## src/rtl/apb_rw_scheduler_if.sv

```systemverilog
// Request/response channels and APB bus bundles for apb_rw_scheduler.
// master drives requests (or the APB bus); slave answers them.
interface apb_rw_scheduler_if #(
    parameter int ADDR_WIDTH = 12,
    parameter int DATA_WIDTH = 32
);
    logic                    wr_req_valid_i;
    logic                    wr_req_ready_o;
    logic [ADDR_WIDTH-1:0]   wr_addr_i;
    logic [DATA_WIDTH-1:0]   wr_data_i;
    logic [DATA_WIDTH/8-1:0] wr_strb_i;
    logic                    wr_rsp_valid_o;
    logic                    wr_rsp_ready_i;
    logic                    wr_rsp_err_o;
    logic                    rd_req_valid_i;
    logic                    rd_req_ready_o;
    logic [ADDR_WIDTH-1:0]   rd_addr_i;
    logic                    rd_rsp_valid_o;
    logic                    rd_rsp_ready_i;
    logic [DATA_WIDTH-1:0]   rd_rsp_data_o;
    logic                    rd_rsp_err_o;

    modport master (
        output wr_req_valid_i, wr_addr_i, wr_data_i, wr_strb_i,
        output wr_rsp_ready_i, rd_req_valid_i, rd_addr_i,
        output rd_rsp_ready_i,
        input  wr_req_ready_o, wr_rsp_valid_o, wr_rsp_err_o,
        input  rd_req_ready_o, rd_rsp_valid_o, rd_rsp_data_o,
        input  rd_rsp_err_o
    );

    modport slave (
        input  wr_req_valid_i, wr_addr_i, wr_data_i, wr_strb_i,
        input  wr_rsp_ready_i, rd_req_valid_i, rd_addr_i,
        input  rd_rsp_ready_i,
        output wr_req_ready_o, wr_rsp_valid_o, wr_rsp_err_o,
        output rd_req_ready_o, rd_rsp_valid_o, rd_rsp_data_o,
        output rd_rsp_err_o
    );
endinterface

interface apb_rw_scheduler_apb_if #(
    parameter int ADDR_WIDTH = 12,
    parameter int DATA_WIDTH = 32
);
    logic [ADDR_WIDTH-1:0]   paddr_o;
    logic                    pwrite_o;
    logic                    psel_o;
    logic                    penable_o;
    logic [DATA_WIDTH-1:0]   pwdata_o;
    logic [DATA_WIDTH/8-1:0] pstrb_o;
    logic                    pready_i;
    logic [DATA_WIDTH-1:0]   prdata_i;
    logic                    pslverr_i;

    modport master (
        output paddr_o, pwrite_o, psel_o, penable_o, pwdata_o, pstrb_o,
        input  pready_i, prdata_i, pslverr_i
    );

    modport slave (
        input  paddr_o, pwrite_o, psel_o, penable_o, pwdata_o, pstrb_o,
        output pready_i, prdata_i, pslverr_i
    );
endinterface

```

## src/rtl/apb_rw_scheduler.sv

```systemverilog
// Round-robin write/read request scheduler onto a single APB master port.
// Define APB_RW_SCHED_TIMEOUT_EN to abandon ACCESS after TIMEOUT_CYCLES waits.
module apb_rw_scheduler #(
    parameter int ADDR_WIDTH     = 12,
    parameter int DATA_WIDTH     = 32,
    parameter int TIMEOUT_CYCLES = 16
) (
    input logic                    clk_i,
    input logic                    rst_i,
    apb_rw_scheduler_if.slave      req,
    apb_rw_scheduler_apb_if.master apb
);
    localparam int STRB_WIDTH = DATA_WIDTH / 8;

    typedef enum logic [1:0] {IDLE, SETUP, ACCESS, RESP} state_e;

    state_e                state_q, state_d;
    logic                  last_wr_q, last_wr_d;
    logic                  is_wr_q, is_wr_d;
    logic [ADDR_WIDTH-1:0] addr_q, addr_d;
    logic [DATA_WIDTH-1:0] wdata_q, wdata_d;
    logic [STRB_WIDTH-1:0] strb_q, strb_d;
    logic [DATA_WIDTH-1:0] rdata_q, rdata_d;
    logic                  err_q, err_d;
    logic                  grant_wr, grant_rd;
    logic                  rsp_taken;

`ifdef APB_RW_SCHED_TIMEOUT_EN
    localparam int CW = $clog2(TIMEOUT_CYCLES + 1);
    logic [CW-1:0] cnt_q, cnt_d;
`endif

    // Write wins a tie unless it also won the previous grant.
    assign grant_wr = req.wr_req_valid_i & (~req.rd_req_valid_i | ~last_wr_q);
    assign grant_rd = req.rd_req_valid_i & ~grant_wr;
    assign rsp_taken = is_wr_q ? req.wr_rsp_ready_i : req.rd_rsp_ready_i;

    always_comb begin
        state_d   = state_q;
        last_wr_d = last_wr_q;
        is_wr_d   = is_wr_q;
        addr_d    = addr_q;
        wdata_d   = wdata_q;
        strb_d    = strb_q;
        rdata_d   = rdata_q;
        err_d     = err_q;
        req.wr_req_ready_o = 1'b0;
        req.rd_req_ready_o = 1'b0;
`ifdef APB_RW_SCHED_TIMEOUT_EN
        cnt_d = cnt_q;
`endif
        case (state_q)
            IDLE: begin
                req.wr_req_ready_o = grant_wr;
                req.rd_req_ready_o = grant_rd;
                if (grant_wr | grant_rd) begin
                    is_wr_d   = grant_wr;
                    last_wr_d = grant_wr;
                    addr_d    = grant_wr ? req.wr_addr_i : req.rd_addr_i;
                    wdata_d   = grant_wr ? req.wr_data_i : '0;
                    strb_d    = grant_wr ? req.wr_strb_i : '0;
                    rdata_d   = '0;
                    err_d     = 1'b0;
                    state_d   = SETUP;
                end
            end
            SETUP: begin
                state_d = ACCESS;
`ifdef APB_RW_SCHED_TIMEOUT_EN
                cnt_d = '0;
`endif
            end
            ACCESS: begin
                if (apb.pready_i) begin
                    rdata_d = is_wr_q ? '0 : apb.prdata_i;
                    err_d   = apb.pslverr_i;
                    state_d = RESP;
                end
`ifdef APB_RW_SCHED_TIMEOUT_EN
                else if (cnt_q == CW'(TIMEOUT_CYCLES - 1)) begin
                    rdata_d = '0;
                    err_d   = 1'b1;
                    state_d = RESP;
                end else begin
                    cnt_d = cnt_q + 1'b1;
                end
`endif
            end
            RESP: begin
                if (rsp_taken) state_d = IDLE;
            end
            default: state_d = IDLE;
        endcase
    end

    always_ff @(posedge clk_i) begin
        if (rst_i) begin
            state_q   <= IDLE;
            last_wr_q <= 1'b0;
            is_wr_q   <= 1'b0;
            addr_q    <= '0;
            wdata_q   <= '0;
            strb_q    <= '0;
            rdata_q   <= '0;
            err_q     <= 1'b0;
        end else begin
            state_q   <= state_d;
            last_wr_q <= last_wr_d;
            is_wr_q   <= is_wr_d;
            addr_q    <= addr_d;
            wdata_q   <= wdata_d;
            strb_q    <= strb_d;
            rdata_q   <= rdata_d;
            err_q     <= err_d;
        end
    end

`ifdef APB_RW_SCHED_TIMEOUT_EN
    always_ff @(posedge clk_i) begin
        if (rst_i) cnt_q <= '0;
        else       cnt_q <= cnt_d;
    end
`endif

    assign apb.psel_o    = (state_q == SETUP) | (state_q == ACCESS);
    assign apb.penable_o = (state_q == ACCESS);
    assign apb.paddr_o   = addr_q;
    assign apb.pwrite_o  = is_wr_q;
    assign apb.pwdata_o  = wdata_q;
    assign apb.pstrb_o   = strb_q;

    assign req.wr_rsp_valid_o = (state_q == RESP) & is_wr_q;
    assign req.rd_rsp_valid_o = (state_q == RESP) & ~is_wr_q;
    assign req.wr_rsp_err_o   = req.wr_rsp_valid_o & err_q;
    assign req.rd_rsp_err_o   = req.rd_rsp_valid_o & err_q;
    assign req.rd_rsp_data_o  = req.rd_rsp_valid_o ? rdata_q : '0;
endmodule

```

## src/flat_wrapper.sv

```systemverilog
// flat-port wrapper written by rule: the top's interface ports become plain ports
module apb_rw_scheduler_flat 
#(
    parameter int ADDR_WIDTH     = 12,
    parameter int DATA_WIDTH     = 32,
    parameter int TIMEOUT_CYCLES = 16
)
  (clk_i, rst_i, req_wr_req_valid_i, req_wr_addr_i, req_wr_data_i, req_wr_strb_i, req_wr_rsp_ready_i, req_rd_req_valid_i, req_rd_addr_i, req_rd_rsp_ready_i, req_wr_req_ready_o, req_wr_rsp_valid_o, req_wr_rsp_err_o, req_rd_req_ready_o, req_rd_rsp_valid_o, req_rd_rsp_data_o, req_rd_rsp_err_o, apb_paddr_o, apb_pwrite_o, apb_psel_o, apb_penable_o, apb_pwdata_o, apb_pstrb_o, apb_pready_i, apb_prdata_i, apb_pslverr_i);
  apb_rw_scheduler_if #(.ADDR_WIDTH(ADDR_WIDTH), .DATA_WIDTH(DATA_WIDTH)) req_i ();
  apb_rw_scheduler_apb_if #(.ADDR_WIDTH(ADDR_WIDTH), .DATA_WIDTH(DATA_WIDTH)) apb_i ();
  input logic clk_i;
  input logic rst_i;
  input wire logic [$bits(req_i.wr_req_valid_i)-1:0] req_wr_req_valid_i;
  input wire logic [$bits(req_i.wr_addr_i)-1:0] req_wr_addr_i;
  input wire logic [$bits(req_i.wr_data_i)-1:0] req_wr_data_i;
  input wire logic [$bits(req_i.wr_strb_i)-1:0] req_wr_strb_i;
  input wire logic [$bits(req_i.wr_rsp_ready_i)-1:0] req_wr_rsp_ready_i;
  input wire logic [$bits(req_i.rd_req_valid_i)-1:0] req_rd_req_valid_i;
  input wire logic [$bits(req_i.rd_addr_i)-1:0] req_rd_addr_i;
  input wire logic [$bits(req_i.rd_rsp_ready_i)-1:0] req_rd_rsp_ready_i;
  output wire logic [$bits(req_i.wr_req_ready_o)-1:0] req_wr_req_ready_o;
  output wire logic [$bits(req_i.wr_rsp_valid_o)-1:0] req_wr_rsp_valid_o;
  output wire logic [$bits(req_i.wr_rsp_err_o)-1:0] req_wr_rsp_err_o;
  output wire logic [$bits(req_i.rd_req_ready_o)-1:0] req_rd_req_ready_o;
  output wire logic [$bits(req_i.rd_rsp_valid_o)-1:0] req_rd_rsp_valid_o;
  output wire logic [$bits(req_i.rd_rsp_data_o)-1:0] req_rd_rsp_data_o;
  output wire logic [$bits(req_i.rd_rsp_err_o)-1:0] req_rd_rsp_err_o;
  output wire logic [$bits(apb_i.paddr_o)-1:0] apb_paddr_o;
  output wire logic [$bits(apb_i.pwrite_o)-1:0] apb_pwrite_o;
  output wire logic [$bits(apb_i.psel_o)-1:0] apb_psel_o;
  output wire logic [$bits(apb_i.penable_o)-1:0] apb_penable_o;
  output wire logic [$bits(apb_i.pwdata_o)-1:0] apb_pwdata_o;
  output wire logic [$bits(apb_i.pstrb_o)-1:0] apb_pstrb_o;
  input wire logic [$bits(apb_i.pready_i)-1:0] apb_pready_i;
  input wire logic [$bits(apb_i.prdata_i)-1:0] apb_prdata_i;
  input wire logic [$bits(apb_i.pslverr_i)-1:0] apb_pslverr_i;
  assign req_i.wr_req_valid_i = req_wr_req_valid_i;
  assign req_i.wr_addr_i = req_wr_addr_i;
  assign req_i.wr_data_i = req_wr_data_i;
  assign req_i.wr_strb_i = req_wr_strb_i;
  assign req_i.wr_rsp_ready_i = req_wr_rsp_ready_i;
  assign req_i.rd_req_valid_i = req_rd_req_valid_i;
  assign req_i.rd_addr_i = req_rd_addr_i;
  assign req_i.rd_rsp_ready_i = req_rd_rsp_ready_i;
  assign req_wr_req_ready_o = req_i.wr_req_ready_o;
  assign req_wr_rsp_valid_o = req_i.wr_rsp_valid_o;
  assign req_wr_rsp_err_o = req_i.wr_rsp_err_o;
  assign req_rd_req_ready_o = req_i.rd_req_ready_o;
  assign req_rd_rsp_valid_o = req_i.rd_rsp_valid_o;
  assign req_rd_rsp_data_o = req_i.rd_rsp_data_o;
  assign req_rd_rsp_err_o = req_i.rd_rsp_err_o;
  assign apb_paddr_o = apb_i.paddr_o;
  assign apb_pwrite_o = apb_i.pwrite_o;
  assign apb_psel_o = apb_i.psel_o;
  assign apb_penable_o = apb_i.penable_o;
  assign apb_pwdata_o = apb_i.pwdata_o;
  assign apb_pstrb_o = apb_i.pstrb_o;
  assign apb_i.pready_i = apb_pready_i;
  assign apb_i.prdata_i = apb_prdata_i;
  assign apb_i.pslverr_i = apb_pslverr_i;
  apb_rw_scheduler #(.ADDR_WIDTH(ADDR_WIDTH), .DATA_WIDTH(DATA_WIDTH), .TIMEOUT_CYCLES(TIMEOUT_CYCLES)) u_core (.clk_i(clk_i), .rst_i(rst_i), .req(req_i), .apb(apb_i));
endmodule
```

## config.mk

```make
export PLATFORM = sky130hd
export DESIGN_NAME = apb_rw_scheduler_flat
export DESIGN_NICKNAME = d
export VERILOG_FILES = /design/src/rtl/apb_rw_scheduler_if.sv /design/src/rtl/apb_rw_scheduler.sv /design/src/flat_wrapper.sv
export SDC_FILE = /design/constraint.sdc
export NUM_CORES = 1
export LEC_CHECK = 0
export CORE_ASPECT_RATIO = 1.5
export CORE_MARGIN = 5
export CORE_UTILIZATION = 43
export CTS_CLUSTER_DIAMETER = 30
export CTS_CLUSTER_SIZE = 40
export DETAILED_ROUTE_END_ITERATION = 7
export HOLD_SLACK_MARGIN = 0.02
export PLACE_DENSITY_LB_ADDON = 0.2
export SETUP_SLACK_MARGIN = 0.4
export SLEW_MARGIN = 10
export SYNTH_ARGS = -nofsm -noshare
export SYNTH_HDL_FRONTEND = slang
export SYNTH_SLANG_ARGS = --single-unit
```

## constraint.sdc

```tcl
create_clock -name clk_i -period 2.75 [get_ports clk_i]
set_input_delay 0.275 -clock clk_i [delete_from_list [all_inputs] [get_ports clk_i]]
set_output_delay 0.275 -clock clk_i [all_outputs]
set_load 0.02 [all_outputs]
```

==> key figures, run 1 <==
Place
  • Gpl congestion: 0.767
  • I/O Buffers: 188
  • Post-DP HPWL: 7650 um

STA
  • Slew headroom: 45.6%
  • Final period utilization: 80.0%
  • Setup TNS: 0 ns
  • Fmax: 454 MHz
  • Final Max Slew Viols: 0
  • Final Critical Period: 2.20 ns
  • Clk_skew: 0.00589 ns
  • RSZ-0062 raised after global routing: false
  • Final hold vios: 0
  • Count of final setup violators: 0
  • Worst slew pin tran: 0.815 ns

Floorplanning
  • # rows: 41
  • Core area: 0.00836 sq mm
  • Starting Density: 43.9%
  • IO Pins: 189
  • Die width: 85.4 um
  • Die Ht: 123 um
  • Die footprint: 0.0105 sq mm

Logic synthesis
  • Most area-consuming cells after synthesis: dfxtp_1 (46%), mux2i_1 (13%), a32oi_1 (8.6%)
  • #FFs+latches synth: 84
  • Async SR Flop Fraction: 0%
  • Sequential element share of the synthesized area: 45.9%
  • Most instantiated cells after synthesis: dfxtp_1 (84), nor2_1 (51), mux2i_1 (47)
  • Area leader, netlist: dfxtp_1
  • Synthesized net count: 492
  • Yosys cell types: 27
  • Warnings, synthesis: 0
  • Most frequent cell after synthesis: dfxtp_1
  • Post-synth EDFFs: 0
  • Syn_area_per_cell: 9.45 sq um
  • Post-synthesis cell count: 388
  • Top_reg_cell synth: dfxtp_1
  • Synth top area share: 45.9%
  • Syn Std Cell Area: 0.00367 sq mm

Routing
  • Via count: 3455
  • 1st-pass router iterations: 4
  • Wirelength per Cell: 15.9 um
  • Drt total wl: 10700 um
  • DR DRC count: 0
  • Vias per inst: 5.14
  • DRT iter0 DRCs: 139
  • ANT nets after route: 0

Global route
  • Via count of the first global-routing pass: 3416
  • First-pass GRT wire length: 16900 um
  • Initial antenna violation count: 0
  • GRT Overall Usage: 19.9%
  • Remaining Overflow, GRT: 0
  • Largest net degree at the start of global routing: 67

Critical path
  • WS Path Type: flip-flop to output pin
  • CP endpoint kind: output pin
  • R2R depth: 6
  • Crit path max fanout: 34
  • Worst Setup Start Kind: flip-flop
  • Worst Setup EP: req_rd_rsp_valid_o
  • FF-to-FF End: u_core.rdata_q[6]$_SDFFE_PP0P_
  • Critical Path RT: 2.48 ns
  • Critical path launch point: u_core.state_q[1]$_SDFFE_PP0P_
  • R2R Setup Slk: 0.75 ns
  • Arrival @ worst endpoint: 1.93 ns
  • Reg-to-reg critical path startpoint: u_core.state_q[0]$_SDFFE_PP0P_

Hold path
  • Hold/Removal Path Class: input port to flip-flop

Run status
  • Run status: completed

CTS
  • Clk slew on worst S/H paths: 0.06 ns
  • H-Tree Level Count: 3
  • Root Driver: clkbuf_16
  • CTS tree: yes
  • Clock insertion delay at the later pin of the skew report: 0.33 ns
  • Clk sinks: 84
  • CTS Buf Count: 9
  • Setup Fix Bufs, Post-CTS: 0
  • Clk buf depth: 2

Cells and area
  • Final core occ: 70.2%
  • Share of layout cells above drive strength 1: 5.31%
  • Layout overhead on the synthesized area: 60.0%
  • Ant diodes: 0
  • Nets: 664

Flow run
  • Max Cap Viol: 0

Power
  • Pwr Density: 797 mW/mm^2
  • Max rail drop VDD: 633 uV
  • Leakage: 2.41 nW
-- cells in the final DEF, fill, tap and decap left out, types with 2 or more instances in the layout --
cell	Yosys	routed
and2_1	35	35
clkdlybuf4s50_1	0	154
buf_4	1	6
clkbuf_8	0	4
nor2_1	51	51
nand2_1	33	33
ha_1	4	4
mux2i_1	47	47
nand2b_1	35	35
inv_1	2	2
a32oi_1	36	36
a211oi_1	13	13
clkbuf_16	0	9
dfxtp_1	84	84
dlygate4sd2_1	0	33
-- kinds of logic (layout without fill, tap and decap cells) --
group | count (synthesis) | after routing | synth area share [%]
AOI/OAI and AO/OA | 56 | 56 | 13.0
adders and majority gates | 4 | 4 | 1.36
buffers and inverters | 36 | 213 | 4.57
DFF | 84 | 84 | 45.9
muxes | 47 | 47 | 12.8
and+or+nand+nor | 161 | 161 | 22.4
-- power breakdown --
group | internal (W) | switching, W
logic | 0.000842 | 0.000992
clock network | 0.000801 | 0.000460
registers | 0.00145 | 0.000137
total | 0.00309 | 0.00159
-- layout make-up --
class	instances	area [sq um]
Sequential cell	84	1680
Clock buffer	13	280
Clock inverter	3	42.5
Inverter	2	7.51
Fill cell	673	2490
Timing Repair Buffer	195	1900
Multi-Input combinational cell	268	1830
Tap cell	107	134
-- how the worst min path moves through the flow --
stage,cells after the start,to,startpoint
2_1_floorplan,2,u_core.rdata_q[0]$_SDFFE_PP0P_,apb_prdata_i[0]
3_3_place_gp,2,u_core.rdata_q[17]$_SDFFE_PP0P_,u_core.rdata_q[17]$_SDFFE_PP0P_
3_5_place_dp,2,u_core.rdata_q[11]$_SDFFE_PP0P_,u_core.rdata_q[11]$_SDFFE_PP0P_
4_1_cts,2,u_core.apb.paddr_o[1]$_SDFFE_PP0P_,rst_i
5_1_grt,2,u_core.apb.paddr_o[1]$_SDFFE_PP0P_,rst_i
6_report,2,u_core.apb.paddr_o[1]$_SDFFE_PP0P_,rst_i
-- critical path, stage by stage (launching register included) --
cell and delay (ns):
dfxtp_1 0.37, ha_1 0.21, nor2b_2 0.18, buf_8 0.20
clkdlybuf4s50_1 0.63
-- timing repair --
item,in CTS,in global routing
gates resized for setup,35,0
endpoints found under the hold margin,0,0
hold buffers,0,0
setup endpoints to repair,33,0
-- state kept, by name, summed over array words and instances, names as in the netlist --
signal and cells:
u_core.apb.paddr_o 12, u_core.last_wr_q 1, u_core.rdata_q 32, u_core.apb.pwdata_o 32
u_core.state_q 2, u_core.apb.pstrb_o 4, u_core.err_q 1
-- metal layers --
layer	part of all wire, %	up-vias	global-route usage, %
li1	-	1680	-
met1	40	1629	23.1
met2	49	136	33.2
met3	9.5	10	8.20
met4	1.3	0	6.53
met5	0	-	0
-- through the flow --
step	instances	setup slack [ns]	total power, W	area (sq um)	hold WS, ns
after floorplan	388	0.993	0.00275	3670	0.417
after global routing	672	0.409	0.00493	5870	0.426
after global placement	656	0.695	0.00342	5580	0.454
after detailed placement	656	0.648	0.00345	5580	0.459
final	672	0.549	0.00468	5870	0.409
after CTS	672	0.509	0.00474	5870	0.398
Note: power is estimated with default switching activity, not from simulation.
==> run 2: changes to the inputs <==
--- a/config.mk
+++ b/config.mk
@@ -7,7 +7,7 @@
 export LEC_CHECK = 0
 export CORE_ASPECT_RATIO = 1.5
 export CORE_MARGIN = 5
-export CORE_UTILIZATION = 43
+export CORE_UTILIZATION = 40
 export CTS_CLUSTER_DIAMETER = 30
 export CTS_CLUSTER_SIZE = 40
 export DETAILED_ROUTE_END_ITERATION = 7
==> constraint.sdc (replaced) <==
create_clock -name clk_i -period 2.1 [get_ports clk_i]
set_input_delay 0.21 -clock clk_i [delete_from_list [all_inputs] [get_ports clk_i]]
set_output_delay 0.21 -clock clk_i [all_outputs]
set_load 0.02 [all_outputs]
==> run 2 against run 1 <==
First-iteration DRC count down 12%. Setup slack got worse by 0.26 ns. Combinational power rose by 65%. Clock-buffer cell count down 2. Register-to-register slack lost 0.33 ns. Sequential share of layout area fell by 2.3 points. Flip-flop and latch count is the same. Largest power group unchanged.
==> key figures, run 2 (synthesis results as in run 1) <==
Floorplanning
  • IO Pins: 189
  • Die Ht: 127 um
  • # rows: 42
  • Die width: 88.2 um
  • Core area: 0.00888 sq mm
  • Starting Density: 41.3%
  • Die footprint: 0.0112 sq mm

STA
  • Setup TNS: 0 ns
  • Worst slew pin tran: 0.435 ns
  • Slew headroom: 71.0%
  • Final hold vios: 0
  • Final period utilization: 86.1%
  • WHS: 0.371 ns
  • Count of final setup violators: 0
  • Clk_skew: 0.00693 ns
  • Fmax: 553 MHz
  • Final Max Slew Viols: 0
  • Final Critical Period: 1.81 ns
  • RSZ-0062 raised after global routing: true

Cells and area
  • Commonest non-fill, non-tap cell in the layout: clkdlybuf4s50_1
  • Share of layout cells above drive strength 1: 21.4%
  • Nets: 685
  • Final core occ: 72.1%
  • Layout overhead on the synthesized area: 74.5%
  • Commonest cells after routing, fill and taps aside: clkdlybuf4s50_1 (146), dfxtp_1 (82), nor2_1 (51)
  • Fin area: 0.00640 sq mm
  • Final cell count without fillers: 695
  • Ant diodes: 0

Routing
  • ANT nets after route: 0
  • Vias per inst: 5.16
  • Routed wl met3: 1160 um
  • Met2 wire len: 6450 um
  • 1st-pass router iterations: 4
  • Highest routed layer: met4
  • Drt total wl: 12400 um
  • DRT iter0 DRCs: 122
  • M1 WL: 4340 um
  • Via count: 3585
  • DR DRC count: 0
  • Wirelength per Cell: 17.8 um

Critical path
  • R2R depth: 7
  • Arrival @ worst endpoint: 1.60 ns
  • Critical Path RT: 1.89 ns
  • Worst Setup Start Kind: flip-flop
  • FF-to-FF End: u_core.rdata_q[15]$_SDFFE_PP0P_
  • Crit path max fanout: 8
  • Reg-to-reg critical path startpoint: u_core.state_q[0]$_SDFFE_PP0P_
  • WS Path Type: flip-flop to output pin
  • CP endpoint kind: output pin
  • R2R Setup Slk: 0.42 ns

Global route
  • GRT Overall Usage: 19.9%
  • Initial antenna violation count: 0
  • Largest net degree at the start of global routing: 67
  • First-pass GRT wire length: 17700 um
  • Remaining Overflow, GRT: 0
  • Via count of the first global-routing pass: 3602

CTS
  • Root Driver: clkbuf_16
  • CTS tree: yes
  • CTS Buf Count: 9
  • H-Tree Level Count: 3
  • Clk slew on worst S/H paths: 0.06 ns
  • Clk sinks: 84
  • Hold Buf Count CTS: 0
  • Clk buf depth: 2
  • Clock insertion delay at the later pin of the skew report: 0.33 ns

Place
  • Gpl congestion: 0.728
  • Post-DP Area: 0.00568 sq mm
  • I/O Buffers: 188
  • DP Cell Count: 665
  • Post-DP HPWL: 7900 um

Hold path
  • Worst Hold Launch: rst_i
  • Hold path endpoint: u_core.apb.paddr_o[0]$_SDFFE_PP0P_
  • Hold/Removal Path Class: input port to flip-flop
  • Hold path cells: 2

Power
  • Pwr Density: 1060 mW/mm^2
  • Leakage: 2.57 nW
  • Max rail drop VDD: 629 uV

Run status
  • Run status: completed

Flow run
  • Max Cap Viol: 0
run 2: power by group:
| group | leakage, nW | internal (W) | total, W | switching (W) |
|---|---|---|---|---|
| Sequential | 0.686 | 0.00190 | 0.00209 | 0.000188 |
| Clock | 0.156 | 0.00107 | 0.00168 | 0.000608 |
| Combinational | 1.73 | 0.00152 | 0.00302 | 0.00150 |
run 2: layout make-up:
cell class | count | area, sq um
Multi-Input combinational cell | 268 | 1970
Inverter | 2 | 7.51
Timing Repair Buffer | 216 | 2280
Clock buffer | 11 | 243
Fill cell | 673 | 2480
Clock inverter | 4 | 73.8
Tap cell | 110 | 138
Sequential cell | 84 | 1690
run 2: critical path, cell delays in order, from the launching register on:
cell and delay, ns:
dfxtp_4 0.37, ha_4 0.14, nor2b_4 0.24, buf_6 0.14, buf_8 0.12, and2_4 0.14, buf_6 0.11
run 2: worst max path at each step:
stage | start | to | slack (ns) | cells after the start
finish | u_core.state_q[0]$_SDFFE_PP0P_ | req_rd_rsp_data_o[23] | 0.29 | 6
global route | u_core.state_q[1]$_SDFFE_PP0P_ | req_rd_rsp_data_o[4] | 0.24 | 6
CTS | u_core.state_q[0]$_SDFFE_PP0P_ | req_rd_rsp_err_o | 0.20 | 5
detailed placement | req_rd_req_valid_i | req_wr_req_ready_o | 0.17 | 4
global placement | req_rd_req_valid_i | req_wr_req_ready_o | 0.18 | 4
floorplan | u_core.state_q[0]$_SDFFE_PP0P_ | req_rd_req_ready_o | 0.41 | 7
run 2: per-layer routing:
metal,up-vias,GRT usage [%]
li1,1726,-
met1,1691,20.4
met2,140,35.1
met3,28,8.18
met4,0,8.19
met5,-,0
run 2: per-stage QoR:
step	total power, W	worst slack [ns]
after floorplan	0.00360	0.408
after global placement	0.00460	0.181
after detailed placement	0.00465	0.171
after CTS	0.00661	0.201
after global routing	0.00712	0.243
final	0.00679	0.293
run 2: what timing repair did:
item | in CTS | in global routing
setup endpoints to repair | 75 | 71
buffers inserted | 2 | 6
gates resized for setup | 121 | 148
gates cloned | 2 | 5
pin swaps | 1 | 17
